[src/rtl/dds_ctrl_pkg.sv]
// ---------------------------------------------------------------------------
// dds_ctrl_pkg
//   Constants shared by the DDS front-panel button controller.
//   - mode_e : encoding of the FreqPhaseSelect level (MODE_FREQ / MODE_PHASE)
//   - dir_e  : encoding of the UpDownSelect level
//   - DEFAULT_* : default parameter values for button_ctrl / button_debounce
// ---------------------------------------------------------------------------
package dds_ctrl_pkg;

    typedef enum logic {
        MODE_PHASE = 1'b0,
        MODE_FREQ  = 1'b1
    } mode_e;

    typedef enum logic {
        DIR_DOWN = 1'b0,
        DIR_UP   = 1'b1
    } dir_e;

    localparam int DEFAULT_DEBOUNCE_CYC = 500000;
    localparam int DEFAULT_DUTY_STEP    = 429496729;
    localparam int DEFAULT_REPEAT_DLY   = 25000000;
    localparam int DEFAULT_REPEAT_PER   = 5000000;

endpackage

[src/rtl/button_debounce.sv]
// ---------------------------------------------------------------------------
// button_debounce
//   Two-flop synchroniser plus counter debouncer for one active-low button.
//   The debounced level only follows the synchronised input after it has
//   disagreed for DEBOUNCE_CYC consecutive clocks; any agreeing sample
//   restarts the count.
//
//   Ports
//     clk    : system clock, rising edge
//     reset  : synchronous, active-high
//     btn    : raw asynchronous button level (0 = pressed)
//     level  : debounced level (1 = released)
//     press  : one-clock pulse, registered together with a 1->0 level change
// ---------------------------------------------------------------------------
module button_debounce
    import dds_ctrl_pkg::*;
#(
    parameter int DEBOUNCE_CYC = DEFAULT_DEBOUNCE_CYC
) (
    input  logic clk,
    input  logic reset,
    input  logic btn,
    output logic level,
    output logic press
);

    localparam int CNT_W = $clog2(DEBOUNCE_CYC);
    localparam logic [CNT_W-1:0] CNT_LAST = CNT_W'(DEBOUNCE_CYC - 1);

    logic [1:0]       sync_reg;
    logic             level_reg;
    logic             press_reg;
    logic [CNT_W-1:0] cnt_reg;
    logic             sync_lvl;

    assign sync_lvl = sync_reg[1];

    always_ff @(posedge clk) begin
        if (reset) begin
            sync_reg  <= 2'b11;
            level_reg <= 1'b1;
            press_reg <= 1'b0;
            cnt_reg   <= '0;
        end else begin
            sync_reg  <= {sync_reg[0], btn};
            press_reg <= 1'b0;
            if (sync_lvl == level_reg) begin
                cnt_reg <= '0;
            end else if (cnt_reg == CNT_LAST) begin
                // This is the DEBOUNCE_CYC-th disagreeing sample: accept it.
                cnt_reg   <= '0;
                level_reg <= sync_lvl;
                press_reg <= ~sync_lvl;
            end else begin
                cnt_reg <= cnt_reg + 1'b1;
            end
        end
    end

    assign level = level_reg;
    assign press = press_reg;

endmodule

[src/rtl/button_ctrl.sv]
// ---------------------------------------------------------------------------
// button_ctrl
//   Front-panel push-button controller for a DDS. Each button is synchronised
//   and debounced; a debounced press becomes a one-clock strobe (frequency
//   mode: per-digit up/down) or, in phase mode, a saturating PWM duty step
//   (button 0) or a phase up/down strobe (button 1).
//
//   Ports
//     clk             : system clock, rising edge
//     reset           : synchronous, active-high
//     FreqPhaseSelect : async level, 1 = frequency mode, 0 = phase/PWM mode
//     UpDownSelect    : async level, 1 = up, 0 = down
//     PushButton      : async, active-low, NUM_BTN buttons
//     freq_up_stb     : per-digit frequency up strobes (bit 0 = finest)
//     freq_dn_stb     : per-digit frequency down strobes
//     phase_up_stb    : phase up strobe
//     phase_dn_stb    : phase down strobe
//     PWMDuty         : registered duty word, resets to mid-scale
//
//   Build option: define BUTTON_AUTOREPEAT_EN to re-issue a held button's
//   event after REPEAT_DLY clocks and then every REPEAT_PER clocks.
// ---------------------------------------------------------------------------
module button_ctrl
    import dds_ctrl_pkg::*;
#(
    parameter int NUM_BTN      = 3,
    parameter int DEBOUNCE_CYC = DEFAULT_DEBOUNCE_CYC,
    parameter int DUTY_W       = 32,
    parameter int DUTY_STEP    = DEFAULT_DUTY_STEP,
    parameter int REPEAT_DLY   = DEFAULT_REPEAT_DLY,
    parameter int REPEAT_PER   = DEFAULT_REPEAT_PER
) (
    input  logic               clk,
    input  logic               reset,
    input  logic               FreqPhaseSelect,
    input  logic               UpDownSelect,
    input  logic [NUM_BTN-1:0] PushButton,
    output logic [NUM_BTN-1:0] freq_up_stb,
    output logic [NUM_BTN-1:0] freq_dn_stb,
    output logic               phase_up_stb,
    output logic               phase_dn_stb,
    output logic [DUTY_W-1:0]  PWMDuty
);

    localparam int BTN_W = $clog2(NUM_BTN);
    localparam logic [DUTY_W-1:0] DUTY_INC = DUTY_W'(DUTY_STEP);
    localparam logic [DUTY_W-1:0] DUTY_MID = {1'b1, {(DUTY_W-1){1'b0}}};
    localparam logic [DUTY_W-1:0] DUTY_MAX = {DUTY_W{1'b1}};

    // ------------------------------------------------------------------
    // Per-button synchroniser + debouncer
    // ------------------------------------------------------------------
    logic [NUM_BTN-1:0] level_w;
    logic [NUM_BTN-1:0] press_w;
    logic [NUM_BTN-1:0] press_evt;

    genvar gi;
    generate
        for (gi = 0; gi < NUM_BTN; gi++) begin : g_btn
            button_debounce #(
                .DEBOUNCE_CYC(DEBOUNCE_CYC)
            ) u_debounce (
                .clk   (clk),
                .reset (reset),
                .btn   (PushButton[gi]),
                .level (level_w[gi]),
                .press (press_w[gi])
            );
        end
    endgenerate

    // A press pulse always coincides with a low debounced level; qualifying
    // on it keeps the event definition self-evident at this level.
    assign press_evt = press_w & ~level_w;

    // ------------------------------------------------------------------
    // Select synchronisers (reset to 1, same latency as the buttons)
    // ------------------------------------------------------------------
    logic [1:0] mode_sync_reg;
    logic [1:0] dir_sync_reg;
    logic       mode_sel;
    logic       dir_sel;

    always_ff @(posedge clk) begin
        if (reset) begin
            mode_sync_reg <= 2'b11;
            dir_sync_reg  <= 2'b11;
        end else begin
            mode_sync_reg <= {mode_sync_reg[0], FreqPhaseSelect};
            dir_sync_reg  <= {dir_sync_reg[0], UpDownSelect};
        end
    end

    assign mode_sel = mode_sync_reg[1];
    assign dir_sel  = dir_sync_reg[1];

    // ------------------------------------------------------------------
    // Lowest-index press wins; the rest are dropped
    // ------------------------------------------------------------------
    logic             win_valid;
    logic [BTN_W-1:0] win_btn;

    always_comb begin
        win_valid = 1'b0;
        win_btn   = '0;
        for (int i = NUM_BTN - 1; i >= 0; i--) begin
            if (press_evt[i]) begin
                win_valid = 1'b1;
                win_btn   = BTN_W'(i);
            end
        end
    end

    logic             evt_valid;
    logic [BTN_W-1:0] evt_btn;

`ifdef BUTTON_AUTOREPEAT_EN
    // ------------------------------------------------------------------
    // Auto-repeat for the most recent winning button. The counter restarts
    // at every press or repeat; the first interval is REPEAT_DLY, later
    // ones REPEAT_PER. A debounced release stops it.
    // ------------------------------------------------------------------
    localparam int REP_MAX = (REPEAT_DLY > REPEAT_PER) ? REPEAT_DLY : REPEAT_PER;
    localparam int RCNT_W  = $clog2(REP_MAX + 1);
    localparam logic [RCNT_W-1:0] REP_DLY_LAST = RCNT_W'(REPEAT_DLY - 1);
    localparam logic [RCNT_W-1:0] REP_PER_LAST = RCNT_W'(REPEAT_PER - 1);

    logic              rep_active_reg;
    logic              rep_first_reg;
    logic [RCNT_W-1:0] rep_cnt_reg;
    logic [BTN_W-1:0]  rep_btn_reg;
    logic              rep_held;
    logic              rep_fire;

    assign rep_held = ~level_w[rep_btn_reg];
    assign rep_fire = rep_active_reg && rep_held &&
                      (rep_cnt_reg == (rep_first_reg ? REP_DLY_LAST : REP_PER_LAST));

    always_ff @(posedge clk) begin
        if (reset) begin
            rep_active_reg <= 1'b0;
            rep_first_reg  <= 1'b0;
            rep_cnt_reg    <= '0;
            rep_btn_reg    <= '0;
        end else if (win_valid) begin
            rep_active_reg <= 1'b1;
            rep_first_reg  <= 1'b1;
            rep_cnt_reg    <= '0;
            rep_btn_reg    <= win_btn;
        end else if (rep_active_reg && !rep_held) begin
            rep_active_reg <= 1'b0;
        end else if (rep_fire) begin
            rep_first_reg <= 1'b0;
            rep_cnt_reg   <= '0;
        end else if (rep_active_reg) begin
            rep_cnt_reg <= rep_cnt_reg + 1'b1;
        end
    end

    // A fresh press takes precedence over a repeat falling in the same clock.
    assign evt_valid = win_valid | rep_fire;
    assign evt_btn   = win_valid ? win_btn : rep_btn_reg;
`else
    // Single event per press; repeat timing parameters have no effect.
    if (REPEAT_DLY < 1 || REPEAT_PER < 1) begin : g_repeat_cfg_unused
    end

    assign evt_valid = win_valid;
    assign evt_btn   = win_btn;
`endif

    // ------------------------------------------------------------------
    // Event decode and saturating duty arithmetic
    // ------------------------------------------------------------------
    logic [DUTY_W:0]    duty_sum;
    logic [DUTY_W-1:0]  duty_up;
    logic [DUTY_W-1:0]  duty_dn;

    logic [NUM_BTN-1:0] freq_up_reg,  freq_up_next;
    logic [NUM_BTN-1:0] freq_dn_reg,  freq_dn_next;
    logic               phase_up_reg, phase_up_next;
    logic               phase_dn_reg, phase_dn_next;
    logic [DUTY_W-1:0]  duty_reg,     duty_next;

    assign duty_sum = {1'b0, duty_reg} + {1'b0, DUTY_INC};
    assign duty_up  = duty_sum[DUTY_W] ? DUTY_MAX : duty_sum[DUTY_W-1:0];
    assign duty_dn  = (duty_reg < DUTY_INC) ? '0 : (duty_reg - DUTY_INC);

    always_comb begin
        freq_up_next  = '0;
        freq_dn_next  = '0;
        phase_up_next = 1'b0;
        phase_dn_next = 1'b0;
        duty_next     = duty_reg;
        if (evt_valid) begin
            if (mode_e'(mode_sel) == MODE_FREQ) begin
                if (dir_e'(dir_sel) == DIR_UP) begin
                    freq_up_next[evt_btn] = 1'b1;
                end else begin
                    freq_dn_next[evt_btn] = 1'b1;
                end
            end else if (evt_btn == BTN_W'(0)) begin
                duty_next = (dir_e'(dir_sel) == DIR_UP) ? duty_up : duty_dn;
            end else if (evt_btn == BTN_W'(1)) begin
                phase_up_next = (dir_e'(dir_sel) == DIR_UP);
                phase_dn_next = (dir_e'(dir_sel) == DIR_DOWN);
            end
        end
    end

    always_ff @(posedge clk) begin
        if (reset) begin
            freq_up_reg  <= '0;
            freq_dn_reg  <= '0;
            phase_up_reg <= 1'b0;
            phase_dn_reg <= 1'b0;
            duty_reg     <= DUTY_MID;
        end else begin
            freq_up_reg  <= freq_up_next;
            freq_dn_reg  <= freq_dn_next;
            phase_up_reg <= phase_up_next;
            phase_dn_reg <= phase_dn_next;
            duty_reg     <= duty_next;
        end
    end

    assign freq_up_stb  = freq_up_reg;
    assign freq_dn_stb  = freq_dn_reg;
    assign phase_up_stb = phase_up_reg;
    assign phase_dn_stb = phase_dn_reg;
    assign PWMDuty      = duty_reg;

endmodule
[config.mk]
export PLATFORM = sky130hd
export DESIGN_NAME = button_ctrl
export DESIGN_NICKNAME = d
export VERILOG_FILES = /design/src/rtl/dds_ctrl_pkg.sv /design/src/rtl/button_debounce.sv /design/src/rtl/button_ctrl.sv
export SDC_FILE = /design/constraint.sdc
export NUM_CORES = 1
export LEC_CHECK = 0
export CAP_MARGIN = 40
export CORE_MARGIN = 2
export CORE_UTILIZATION = 53
export DETAILED_ROUTE_END_ITERATION = 8
export PLACE_DENSITY_LB_ADDON = 0.15
export SLEW_MARGIN = 40
export SYNTH_ARGS = -nofsm -noshare
export SYNTH_HDL_FRONTEND = slang
export SYNTH_SLANG_ARGS = --single-unit
[constraint.sdc]
create_clock -name clk -period 2.1 [get_ports clk]
set_input_delay 0.42 -clock clk [delete_from_list [all_inputs] [get_ports clk]]
set_output_delay 0.42 -clock clk [all_outputs]
set_load 0.01 [all_outputs]
## After elaboration in Yosys (flattened, before gate mapping)

Cells that the tools add are included.

| word-level totals | value |
|---|---|
| logic and storage cells | 75 |
| bits in latches | 0 |
| input port bits | 7 |
| memories | 0 |
| output and inout bits | 40 |
| bits in read-only memories | 0 |
| register bits | 113 |
| RAM bits | 0 |

| operators by class | value |
|---|---|
| div/mod/pow operators | 0 |
| reductions and logical operators | 15 |
| muxes and demuxes | 11 |
| multipliers | 0 |
| magnitude comparators | 3 |
| add/sub/neg operators | 5 |
| equality and inequality tests | 7 |
| bitwise gates (word level) | 15 |
| shift-type cells | 0 |

Operators with widths:

| kind | count |
|---|---|
| $mux 32 | 3 |
| $add 19x1->19 const B | 3 |
| $eq 19x19->1 const B | 3 |
| $add 32x29->33 const B | 1 |
| $lt 32x29->1 const B | 1 |
| $sub 32x29->32 const B | 1 |
| $reduce_or 3->1 | 6 |
| $not 1->1 | 13 |
| $reduce_or 4->1 | 2 |
| $mux 2 | 3 |
| $reduce_and 2->1 | 3 |
| $reduce_or 5->1 | 1 |
| $mux 1 | 4 |
| $and 3x3->3 | 1 |
| $eq 1x1->1 | 3 |
| $lt 2x3->1 const B | 1 |
| $not 3->3 | 1 |
| $reduce_and 3->1 | 1 |
| $demux 1 s2 | 1 |
| $eq 2x1->1 const B | 1 |
| $ge 2x1->1 const B | 1 |
| $logic_not 2->1 | 1 |
| $logic_and 1x1->1 | 1 |

## Longest topological paths before layout

| logic depth | value |
|---|---|
| depth in word-level cells | 9 |
| gate-level depth with buffers | 10 |
| mapped depth without buffers | 9 |

## Hierarchy

Synthesis repeated with hierarchy kept, for this count alone.

| unflattened totals | value |
|---|---|
| cells, all modules | 823 |
| area, all modules | 6,656.4 um^2 |

By module, submodules not included:

| module | cells an instance | seq. area each (um^2) | instances | area each (um^2) |
|---|---|---|---|---|
| button_ctrl | 490 | 880.8 | 1 | 3,604.7 |
| button_debounce | 111 | 460.4 | 3 | 1,017.2 |

## Worst setup path after synthesis

No wires, ideal clock.

| path | value |
|---|---|
| path kind | flip-flop to flip-flop |
| start point | reg duty_reg[0] (netlist: PWMDuty[0]) |
| end point | reg duty_reg[20] (netlist: PWMDuty[20]) |
| required time | 2.023 ns |
| data arrival time | 2.259 ns |
| clock period less this slack | 2.335 ns |
| slack | -0.235 ns |
| cell stages (with the launch flop) | 10 |
| buffers on the path | 0 |
| setup time | 0.077 ns |
| cell sequence | dfxtp_1 -> inv_1 -> ha_1 -> nor2b_1 -> o21ai_1 -> and3_1 -> o21ai_4 -> nand2_2 -> or4b_1 -> a41oi_2 |

| between the ends | value |
|---|---|
| word-level cells in the longest chain between the ends | 3 |
| elaborated cells on any way between the ends | 6 |
| those cells by class | add/sub: 2; order compare: 1; mux: 3 |

Ends and longest elaborated chain:

| what | RTL line | RTL |
|---|---|---|
| from (decl) | button_ctrl.sv:183 | `logic [DUTY_W-1:0] duty_reg, duty_next;` |
| from (signal assigned) | button_ctrl.sv:223 | `duty_reg <= duty_next;` |
| $sub 32x29->32 (tied with other cells) | button_ctrl.sv:187 | `assign duty_dn = (duty_reg < DUTY_INC) ? '0 : (duty_reg - DUTY_INC);` |
| $mux 32 (on tied branches) | button_ctrl.sv:187, button_ctrl.sv:186 |  |
| $mux 32 * | button_ctrl.sv:203 | `duty_next = (dir_e'(dir_sel) == DIR_UP) ? duty_up : duty_dn;` |

Every way passes the cells marked *; elsewhere a longest branch is shown, timed or not.
A chain may end at the register's enable or synchronous reset.

## Worst setup path in the final report

Ends and elaborated chain as after synthesis.

==> metrics.txt <==
die area=12700 um2; Max FO, Critical Path=4; Sw Share=0.237; area leader, netlist=dfxtp_1; final hold violations=0; crit path time final=around 2.2 ns; fin nets=approximately 940; Worst-path clk slew=0.06 ns; detailed-placement wirelength estimate=12.6 mm; hold_buf cts=0; Req. time, crit path=about 2.4 ns; Startpoint Class=flip-flop; Tcrit/Tclk final=1.06; Netlist cell types=between 80 and 90; H-tree depth=4; Synth Cell Area=6270 um2; FF+latch count, synth=~110; clk root buf=clkbuf_16; asr flop ratio synth=0; Pwr per Cell Area=just under 600 nW/um2; Post-Synthesis Cells=777; routed wire length=between 15 and 20 mm; wire per inst=about 17 um; total power after layout=5.06 mW; final setup margin=-0.118 ns; Placed Cells incl. Taps=1031; Max-Cap Viols=0; CP endpoint kind=flip-flop; final instance area=between 8000 and 9000 um2; Area Overhead vs Synth=38.6%; Worst R2R Path Depth=8; RSZ-0062 raised after global routing=true; core area=11500 um2; Layout Skew=between 0.01 and 0.015 ns; crit path capture=PWMDuty[20]$_SDFFE_PP0P_; grt ovf=0; Avg Cell Area, Syn=approximately 8.1 um2; dpl ws=-0.219 ns; critical path depth=8; first-pass GRT wire length=~30 mm; Row Count=39; Critical R2R Launch=PWMDuty[0]$_SDFFE_PP0P_; CP Class=reg2reg; Finish-stage setup viols=11; Hold/Removal Path Class=reg2reg; Post-synth EDFFs=0; Worst-Margin Slew=approximately 0.42 ns; top post-synthesis cells by area=dfxtp_1 (36%), nor2_1 (6.8%), xor2_1 (5.2%); Post-Layout Cell Count=between 1000 and 1500; Buf+Inv Stages, Crit Path=0; later-pin clock latency in the skew report=between 0.4 and 0.5 ns; Worst slew margin=0.717; IO Count=47; max reg flops=57; critical path cell sequence=ha_4 -> a211oi_4 -> o311a_1 -> o21ai_2 -> a211oi_2 -> a31oi_1 -> or4b_1 -> a41oi_2; Synth Warn #=0; net switching power=~1.2 mW; total iterations of the first detailed-routing run=5; Max Freq=451 MHz; leak pwr=3.21 nW; GP Congestion=0.976; vias in the first global route=approximately 6200; clock power share=0.542; Die X=113 um; layout filler cell count=818; Die Y=approximately 110 um; Starting DRT DRC Count=between 500 and 600; total global-route track usage=0.291; reg-to-reg endpoint=PWMDuty[20]$_SDFFE_PP0P_; Int Pwr=slightly below 4 mW; critical path arrival=2.56 ns; ant diodes=0; power share of the combinational group=0.032; initial antenna violation count=0; R2R Setup Slk=-0.12 ns; Synth Flop Type=dfxtp_1; sequential share of the synthesized area=0.361; Final Core Density=0.758; CTS tree=done; crit path from=PWMDuty[0]$_SDFFE_PP0P_; outcome=finished with violations; clock buffer count from CTS=17; failing checks=negative setup slack; port bufs=46; top cell type's share of synthesized area=0.361; Post-route DRC=0; Cell Area, Placed=7590 um2; worst stage delay on the critical path=between 0.5 and 0.6 ns; Top Family by Delay on Critical Path=compound AO/OA/AOI/OAI gates; TNS Setup=-0.593 ns; starting density of the core=0.547; vias per cell=approximately 6; DR vias=6478; antenna-violating nets left=0; layout cells sized above 1=0.289; CP max stage cell=or4b_1; Fin Hold WS=0.411 ns; Seq pwr share=0.427; Worst VDD drop=roughly 700 uV; syn_nets=~790; Clock Sinks=~110; clk buf depth=2; largest net degree at the start of global routing=32; Final Slew Violations=0
## power by group through the flow
stage          Sequential [mW]  Combinational [mW]  Clock (mW)
5_1_grt                   2.16               0.172        2.89
6_report                  2.16               0.159        2.74
3_5_place_dp              2.21               0.142           0
3_3_place_gp              2.21               0.139           0
4_1_cts                   2.16               0.150        2.78
2_1_floorplan             2.20              0.0893           0
## Yosys cell counts, drive strengths merged (7+ instances only)
cell type  instances
mux2i              7
a21oi             44
dfxtp            113
and3              14
a31oi             15
a211oi            18
o211ai             9
xnor2             16
nand3             39
clkbuf            29
inv               14
nor4              10
nand2             62
nor4b              9
a21o               7
o21ai             47
buf               16
nand4             11
or3                7
nand2b            12
nor3              20
or2               15
xor2              37
nor2             113
## logic make-up after synthesis
| logic type | share of synthesized area |
|---|---|
| AND/OR/NAND/NOR | 0.265 |
| AO/OA/AOI/OAI | 0.235 |
| flip-flops | 0.361 |
| buffers and inverters | 0.0421 |
| XOR/XNOR | 0.0740 |
| multiplexers | 0.0130 |
| adder cells (fa/ha/maj) | 0.00997 |
## how the worst min path moves through the flow
stage                                                 endpoint  depth (start not counted)                                  startpoint  slack (ns)
floorplan                           dir_sync_reg[1]$_SDFF_PP1_                          1                  dir_sync_reg[0]$_SDFF_PP1_        0.39
global placement    g_btn[1].u_debounce.sync_reg[1]$_SDFF_PP1_                          1  g_btn[1].u_debounce.sync_reg[0]$_SDFF_PP1_        0.39
detailed placement  g_btn[0].u_debounce.sync_reg[1]$_SDFF_PP1_                          1  g_btn[0].u_debounce.sync_reg[0]$_SDFF_PP1_        0.39
CTS                                   PWMDuty[27]$_SDFFE_PP0P_                          2                                       reset        0.40
global route                          PWMDuty[27]$_SDFFE_PP0P_                          2                                       reset        0.41
finish              g_btn[0].u_debounce.sync_reg[1]$_SDFF_PP1_                          1  g_btn[0].u_debounce.sync_reg[0]$_SDFF_PP1_        0.41
## layer usage
metal	up-vias	GRT usage	share of wire
li1	3099	-	-
met1	3103	0.375	0.43
met2	243	0.478	0.49
met3	33	0.0787	0.063
met4	0	0.0911	0.015
met5	-	0	0
## what timing repair did
action | CTS | global route
gates cloned | 0 | 1
gates resized for setup | 37 | 64
buffers inserted | 6 | 11
endpoints found under the setup margin | 26 | 35
pin swaps | 24 | 38
hold endpoints to repair | 0 | 0
## cell usage in the layout (no fill, tap or decap), types with 5 or more instances in the layout
| cell | count |
|---|---|
| a211oi_1 | 11 |
| a211oi_2 | 6 |
| a21bo_2 | 5 |
| a21o_1 | 7 |
| a21oi_1 | 34 |
| a21oi_2 | 9 |
| a31oi_1 | 15 |
| and2_1 | 6 |
| and3_1 | 12 |
| buf_4 | 108 |
| buf_6 | 16 |
| clkbuf_16 | 17 |
| clkdlybuf4s50_1 | 45 |
| dfxtp_1 | 100 |
| dfxtp_2 | 9 |
| inv_1 | 12 |
| mux2i_1 | 7 |
| nand2_1 | 58 |
| nand2b_1 | 11 |
| nand3_1 | 37 |
| nand4_1 | 11 |
| nor2_1 | 108 |
| nor2_2 | 5 |
| nor3_1 | 13 |
| nor3_2 | 7 |
| nor4_1 | 6 |
| nor4b_1 | 9 |
| o211ai_1 | 8 |
| o21a_1 | 5 |
| o21ai_0 | 25 |
| o21ai_1 | 11 |
| o21ai_2 | 6 |
| o21ai_4 | 5 |
| or2_2 | 11 |
| or3_1 | 7 |
| xnor2_1 | 16 |
| xor2_1 | 37 |
## final cells by class
type | count | area [um2] | share of cell area
Clock buffer | 18 | 429 | 0.0494
Clock inverter | 14 | 131 | 0.0151
Inverter | 15 | 56.3 | 0.00648
Multi-Input combinational cell | 604 | 4100 | 0.472
Sequential cell | 113 | 2290 | 0.263
Tap cell | 143 | 179 | 0.0206
Timing Repair Buffer | 173 | 1510 | 0.173
Note: power is estimated with default switching activity, not from simulation.
